## config.mk

```make
export PLATFORM = sky130hd
export DESIGN_NAME = bp_be_stride_detector
export DESIGN_NICKNAME = d
export VERILOG_FILES = /design/src/rtl/bp_be_pkg.sv /design/src/rtl/bp_be_stride_req_buffer.sv /design/src/rtl/bp_be_stride_detector.sv
export SDC_FILE = /design/constraint.sdc
export NUM_CORES = 2
export LEC_CHECK = 0
export ABC_AREA = 1
export CAP_MARGIN = 40
export CORE_MARGIN = 2
export CORE_UTILIZATION = 45
export CTS_CLUSTER_DIAMETER = 40
export DETAILED_ROUTE_END_ITERATION = 12
export SLEW_MARGIN = 25
export SYNTH_ARGS = -nofsm -noshare
export SYNTH_HDL_FRONTEND = slang
export SYNTH_SLANG_ARGS = --single-unit
```

## constraint.sdc

```tcl
create_clock -name clk_i -period 63 [get_ports clk_i]
set_input_delay 6.3 -clock clk_i [delete_from_list [all_inputs] [get_ports clk_i]]
set_output_delay 6.3 -clock clk_i [all_outputs]
set_load 0.02 [all_outputs]
```

## src/rtl/bp_be_pkg.sv

```systemverilog
// Backend shared types for the striding-load detector.
// Struct declaration and width macros for table entries and requests.
`ifndef BP_BE_PKG_SV
`define BP_BE_PKG_SV

`define DECLARE_BP_BE_STRIDE_ENTRY_S(tag_w, vaddr_w, stride_w, conf_w, loop_w) \
    typedef struct packed {                 \
        logic                valid;         \
        logic [tag_w-1:0]    tag;           \
        logic [vaddr_w-1:0]  last_addr;     \
        logic [stride_w-1:0] stride;        \
        logic [conf_w-1:0]   conf;          \
        logic [loop_w-1:0]   cooldown;      \
    } bp_be_stride_entry_s

`define BP_BE_STRIDE_ENTRY_WIDTH(tag_w, vaddr_w, stride_w, conf_w, loop_w) \
    (1 + (tag_w) + (vaddr_w) + (stride_w) + (conf_w) + (loop_w))

`define DECLARE_BP_BE_STRIDE_REQ_S(vaddr_w, stride_w, loop_w) \
    typedef struct packed {                 \
        logic [vaddr_w-1:0]  pc;            \
        logic [vaddr_w-1:0]  eff_addr;      \
        logic [stride_w-1:0] stride;        \
        logic [loop_w-1:0]   loop_counter;  \
    } bp_be_stride_req_s

`define BP_BE_STRIDE_REQ_WIDTH(vaddr_w, stride_w, loop_w) \
    (2 * (vaddr_w) + (stride_w) + (loop_w))

package bp_be_pkg;

    typedef enum logic {
        e_stride_buf_empty,
        e_stride_buf_full
    } bp_be_stride_buf_state_e;

endpackage

`endif

```

## src/rtl/bp_be_stride_req_buffer.sv

```systemverilog
// One-entry valid/ready holding register for stride requests.
// BP_BE_STRIDE_DETECTOR_DEDUP_EN: same pc/stride refreshes in place.
module bp_be_stride_req_buffer
    import bp_be_pkg::*;
#(
    parameter int vaddr_width_p  = 39,
    parameter int stride_width_p = 8,
    parameter int loop_range_p   = 8,
    localparam int req_width_lp  =
        `BP_BE_STRIDE_REQ_WIDTH(vaddr_width_p, stride_width_p, loop_range_p)
) (
    input  logic                    clk_i,
    input  logic                    reset_i,
    input  logic                    trig_v_i,
    input  logic [req_width_lp-1:0] req_i,
    input  logic                    ready_and_i,
    output logic                    v_o,
    output logic [req_width_lp-1:0] req_o,
    output logic                    accept_o,
    output logic                    drop_o
);

    `DECLARE_BP_BE_STRIDE_REQ_S(vaddr_width_p, stride_width_p, loop_range_p);

    bp_be_stride_buf_state_e state_r, state_n;
    logic [req_width_lp-1:0] req_r;
    logic                    drop_r, drop_n;
    logic                    hs;
    logic                    same;

`ifdef BP_BE_STRIDE_DETECTOR_DEDUP_EN
    bp_be_stride_req_s cur_req, new_req;
    assign cur_req = req_r;
    assign new_req = req_i;
    assign same = (cur_req.pc == new_req.pc)
                & (cur_req.stride == new_req.stride);
`else
    assign same = 1'b0;
`endif

    // Next state, load strobe and drop detection
    always_comb begin
        state_n  = state_r;
        accept_o = 1'b0;
        drop_n   = 1'b0;
        hs       = 1'b0;
        unique case (state_r)
            e_stride_buf_empty: begin
                if (trig_v_i) begin
                    accept_o = 1'b1;
                    state_n  = e_stride_buf_full;
                end
            end
            e_stride_buf_full: begin
                hs = ready_and_i;
                if (trig_v_i & (hs | same)) begin
                    accept_o = 1'b1;
                end else if (trig_v_i) begin
                    drop_n = 1'b1;
                end else if (hs) begin
                    state_n = e_stride_buf_empty;
                end
            end
        endcase
    end

    // Buffer state register
    always_ff @(posedge clk_i or posedge reset_i) begin
        if (reset_i) state_r <= e_stride_buf_empty;
        else         state_r <= state_n;
    end

    // Request payload and drop pulse
    always_ff @(posedge clk_i or posedge reset_i) begin
        if (reset_i) begin
            req_r  <= '0;
            drop_r <= 1'b0;
        end else begin
            drop_r <= drop_n;
            if (accept_o) req_r <= req_i;
        end
    end

    assign v_o    = (state_r == e_stride_buf_full);
    assign req_o  = req_r;
    assign drop_o = drop_r;

endmodule

```

## src/rtl/bp_be_stride_detector.sv

```systemverilog
// Per-PC stride detector feeding the backend prefetch generator.
// BP_BE_STRIDE_DETECTOR_DEDUP_EN: refresh held request on repeat.
module bp_be_stride_detector
    import bp_be_pkg::*;
#(
    parameter int vaddr_width_p    = 39,
    parameter int entries_p        = 16,
    parameter int loop_range_p     = 8,
    parameter int stride_width_p   = 8,
    parameter int conf_threshold_p = 2,
    parameter int degree_p         = 8
) (
    input  logic                      clk_i,
    input  logic                      reset_i,
    input  logic                      commit_v_i,
    input  logic [vaddr_width_p-1:0]  commit_pc_i,
    input  logic [vaddr_width_p-1:0]  commit_eff_addr_i,
    input  logic                      clear_i,
    output logic                      v_o,
    input  logic                      ready_and_i,
    output logic [vaddr_width_p-1:0]  pc_o,
    output logic [vaddr_width_p-1:0]  eff_addr_o,
    output logic [stride_width_p-1:0] stride_o,
    output logic [loop_range_p-1:0]   loop_counter_o,
    output logic                      drop_o
);

    localparam int lg_lp    = $clog2(entries_p);
    localparam int tag_w_lp = vaddr_width_p - 2 - lg_lp;
    localparam int conf_lp  = $clog2(conf_threshold_p + 1);
    localparam int ext_lp   = vaddr_width_p - stride_width_p;
    localparam int ent_w_lp = `BP_BE_STRIDE_ENTRY_WIDTH(
        tag_w_lp, vaddr_width_p, stride_width_p, conf_lp, loop_range_p);
    localparam int req_w_lp = `BP_BE_STRIDE_REQ_WIDTH(
        vaddr_width_p, stride_width_p, loop_range_p);

    localparam logic [conf_lp-1:0] thr_lp = conf_lp'(conf_threshold_p);
    localparam logic [loop_range_p-1:0] deg_lp = loop_range_p'(degree_p);
    localparam logic [loop_range_p-1:0] cool_lp =
        loop_range_p'(degree_p - 1);

    `DECLARE_BP_BE_STRIDE_ENTRY_S(
        tag_w_lp, vaddr_width_p, stride_width_p, conf_lp, loop_range_p);
    `DECLARE_BP_BE_STRIDE_REQ_S(vaddr_width_p, stride_width_p, loop_range_p);

    logic [ent_w_lp-1:0] tbl_r [entries_p];

    logic [lg_lp-1:0]          idx;
    logic [tag_w_lp-1:0]       tag;
    bp_be_stride_entry_s       ent, ent_n;
    bp_be_stride_req_s         req, req_out;
    logic [req_w_lp-1:0]       buf_req;
    logic [vaddr_width_p-1:0]  delta, delta_sext, stride_ext;
    logic [conf_lp-1:0]        conf_n;
    logic                      hit, fits, match, trig, accept;

    assign idx = commit_pc_i[2 +: lg_lp];
    assign tag = commit_pc_i[vaddr_width_p-1 : 2+lg_lp];
    assign ent = tbl_r[idx];

    // Delta classification against the indexed entry
    always_comb begin
        delta      = commit_eff_addr_i - ent.last_addr;
        delta_sext = {{ext_lp{delta[stride_width_p-1]}},
                      delta[stride_width_p-1:0]};
        stride_ext = {{ext_lp{ent.stride[stride_width_p-1]}},
                      ent.stride};
        hit    = ent.valid & (ent.tag == tag);
        fits   = (delta_sext == delta);
        match  = fits & (|delta) & (delta == stride_ext);
        conf_n = '0;
        if (match) begin
            conf_n = (ent.conf == thr_lp) ? ent.conf : ent.conf + 1'b1;
        end
        trig = commit_v_i & ~clear_i & hit & match
             & (conf_n == thr_lp) & ~|ent.cooldown;
    end

    // Request built from the triggering commit
    always_comb begin
        req.pc           = commit_pc_i;
        req.eff_addr     = commit_eff_addr_i + stride_ext;
        req.stride       = ent.stride;
        req.loop_counter = deg_lp;
    end

    // Entry update: allocate on miss, train on hit
    always_comb begin
        ent_n = ent;
        if (!hit) begin
            ent_n.valid     = 1'b1;
            ent_n.tag       = tag;
            ent_n.last_addr = commit_eff_addr_i;
            ent_n.stride    = '0;
            ent_n.conf      = '0;
            ent_n.cooldown  = '0;
        end else begin
            ent_n.last_addr = commit_eff_addr_i;
            ent_n.conf      = conf_n;
            if (match) begin
                if (accept) begin
                    ent_n.cooldown = cool_lp;
                end else if (|ent.cooldown) begin
                    ent_n.cooldown = ent.cooldown - 1'b1;
                end
            end else begin
                ent_n.stride   = fits ? delta[stride_width_p-1:0] : '0;
                ent_n.cooldown = '0;
            end
        end
    end

    // Reference table; clear beats a same-cycle commit
    always_ff @(posedge clk_i or posedge reset_i) begin
        if (reset_i) begin
            for (int i = 0; i < entries_p; i++) tbl_r[i] <= '0;
        end else if (clear_i) begin
            for (int i = 0; i < entries_p; i++) tbl_r[i] <= '0;
        end else if (commit_v_i) begin
            tbl_r[idx] <= ent_n;
        end
    end

    bp_be_stride_req_buffer #(
        .vaddr_width_p  (vaddr_width_p),
        .stride_width_p (stride_width_p),
        .loop_range_p   (loop_range_p)
    ) req_buf (
        .clk_i       (clk_i),
        .reset_i     (reset_i),
        .trig_v_i    (trig),
        .req_i       (req),
        .ready_and_i (ready_and_i),
        .v_o         (v_o),
        .req_o       (buf_req),
        .accept_o    (accept),
        .drop_o      (drop_o)
    );

    assign req_out        = buf_req;
    assign pc_o           = req_out.pc;
    assign eff_addr_o     = req_out.eff_addr;
    assign stride_o       = req_out.stride;
    assign loop_counter_o = req_out.loop_counter;

endmodule

```

==> metrics <==
DRC Markers 0; CTS H-Tree Depth 4; PortBufs 171; Arr. time, crit path 15.10 ns; global route overflow 0; largest net degree at the start of global routing 170; routability congestion estimate 0.970; Detailed Place HPWL roughly 180 mm; worst IR drop on VDD 28.9 uV; Crit-path slowest cell buf_4; Core ar. 0.163 mm^2; max-slew violations 0; asr flop ratio synth 1.00; via count 68816; vias in the first global route 66115; die area 0.167 mm^2; Clock Path Buffers 3; design area 0.0865 mm^2; Slew @ Worst Pin 1.15 ns; Synth top area share 0.525; Final Hold Viols 0; Main synth FF type dfrtp_1; die height 409 um; initial antenna violation count 14; leakage 39.5 nW; Pre-antenna DRT Iters 8; Final Cycle Share 0.228; EDFF count, synth 0; Crit path largest cell delay slightly above 0.8 ns; CTS root buf clkbuf_16; Starting Density 0.453; cell count after synthesis 8798; first-pass GRT wire length 442 mm; #FFs+latches synth 1545; pwr/cell area 30.0 mW/mm^2; Critical Path Start commit_pc_i[3]; Fmax about 70 MHz; crit path capture type flip-flop; Critical R2R Launch tbl_r[688]; vias per inst 6.18; Layout area overhead 17.4%; hold_buf cts 0; CP top delay family buffers and inverters; Total GRT Usage 0.351; worst hold slack around 0.46 ns; critical path class in -> reg; Fin Setup TNS 0 ns; Post-Syn Area between 0.07 and 0.08 mm^2; WL final 298 mm; Nets 8923; Seq/Total Area, Yosys 0.525; synth top area cells dfrtp_1 (52%), nand2_1 (9.7%), o22ai_1 (9.3%), inv_1 (6.3%), o21ai_0 (5.2%); Rows 148; io pins 179; DR WL/cell 26.8 um; startpoint types primary input; syn avg cell area 8.37 um^2; Inserted Clock Buffers 230; Num Clock Sinks roughly 1500; Max FO, Critical Path 76; relative slew slack 0.232; placed instance area between 0.07 and 0.08 mm^2; DRT iter0 DRCs around 9200; worst hold path type reg -> reg; YS warnings 0; required time worst endpoint between 60 and 70 ns; final worst path period need approximately 14 ns; Fin Clk Skew 0.0411 ns; hold_sp req_buf.req_o[3]; Buf/Inv on CP 9; die width 409 um; Finish-stage setup viols 0; Synth area leader dfrtp_1; antenna-violating nets left 0; RSZ-0062 raised after global routing no; CTS clk-pin slew, worst paths 0.05 ns; synth unique cells 50; number of max-cap violations 0; FILL cells 15199; PostCTS Resize Cnt 0; clock tree from TritonCTS done; share of layout cells above drive strength 1 0.0748; clock latency on the worst-skew pair between 0.8 and 0.9 ns; run status completed; Post-CTS Setup Repair Bufs 0
## where the power goes
part	total [mW]	internal, mW	switching, mW
Clock	1.38	0.876	0.508
Combinational	0.205	0.0424	0.163
Sequential	1.01	1.00	0.00339
## final timing paths
kind | endpoint | slack, ns | depth (start not counted)
setup reg to reg | tbl_r[1002] | 56.43 | 24
setup / recovery | tbl_r[1002] | 48.64 | 31
hold reg to reg | req_buf.req_o[3] | 0.46 | 2
max in group asynchronous | tbl_r[128] | 53.39 | 8
hold / removal | req_buf.req_o[3] | 0.46 | 2
min in group asynchronous | tbl_r[912] | 5.87 | 2
## metrics by stage
stage	std cells	util	setup WS (ns)	power (mW)
2_1_floorplan	8804	-	13.11	1.13
3_3_place_gp	10640	0.471	47.17	1.21
3_5_place_dp	10686	0.478	47.34	1.22
4_1_cts	11118	0.530	48.21	2.59
5_1_grt	11136	0.532	47.99	2.66
6_report	11137	0.532	48.64	2.60
## synth_stat cells, types with 3 or more instances
cell	count
o21ai_0	766
a22oi_1	154
nand3_1	285
o2111ai_1	3
nand2_2	3
xor2_1	33
xnor2_1	25
a221oi_1	38
nor3_1	18
buf_2	91
buf_4	38
and3_1	3
o211ai_1	4
o221ai_1	100
nand3b_1	9
nor2_2	3
clkinv_1	24
or2_2	3
nand4_1	164
buf_6	10
ha_1	79
o21ai_1	144
inv_2	18
o21bai_1	13
inv_1	1227
clkbuf_1	452
nor2_1	320
nor3b_1	3
dfrtp_1	1545
nor2_4	7
buf_1	47
nor3_2	3
nor4_1	4
a21oi_1	130
a31oi_1	8
o22ai_1	1095
nand2_1	1909
## state kept, by name, indices dropped and copies added (netlist names)
| name | cells |
|---|---|
| req_buf.drop_o | 1 |
| req_buf.req_o | 87 |
| req_buf.v_o | 1 |
| tbl_r | 1456 |
## layout by cell type, fill, tap and decap left out, types with 6 or more instances in the layout
master,count
o221ai_1,100
nand3b_1,9
buf_2,6
conb_1,7
clkinv_1,16
o21bai_1,13
clkbuf_8,33
o21ai_0,766
inv_2,7
xnor2_1,25
xor2_1,33
buf_12,25
nor2_1,307
a221oi_1,38
nand2_1,1901
inv_1,1225
ha_1,79
a22oi_1,154
o22ai_1,1095
clkinv_2,34
nor2_4,20
clkinvlp_4,22
clkbuf_1,28
o21ai_1,144
nand3_1,285
nand2_4,9
dfrtp_1,1545
clkbuf_16,236
nor3_1,18
buf_16,33
clkinv_4,20
a21oi_1,130
clkdlybuf4s50_1,168
bufinv_16,36
a31oi_1,8
inv_6,25
inv_4,8
nand4_1,164
buf_4,121
## cells by family after synthesis
kind of cell / count (synthesis) / synth area share
AOI/OAI and AO/OA: 2462 / 0.199
xor gates and xnor gates: 58 / 0.00690
adders and majority gates: 81 / 0.0140
buffers and inverters: 1909 / 0.102
DFF: 1545 / 0.525
other: 1 / 0.0000509
and+or+nand+nor: 2742 / 0.153
## area by class of cell
type	count	area, um^2	share of cell area
clock inverter	135	1950	0.0225
clock buffer	297	6460	0.0747
timing repair buffer	362	4150	0.0479
multi-input combinational	5350	27700	0.320
antenna	3	7.51	0.0000868
tap	2175	2720	0.0315
sequential	1545	38700	0.447
inverter	1270	4830	0.0559
## layer usage
metal	wire (um)	GRT usage	up-vias
met5	88	0	-
met4	12800	0.144	14
met3	33000	0.0798	817
met2	131000	0.530	4168
met1	122000	0.489	34182
li1	-	-	29635
## tightest hold or removal path, delay by kind of cell (launching register included)
family	cells	cell delay, ns
buffers and inverters	1	0.04
and+or+nand+nor	1	0.05
DFF	1	0.34
No activity file was read; power rests on OpenSTA's default activity.
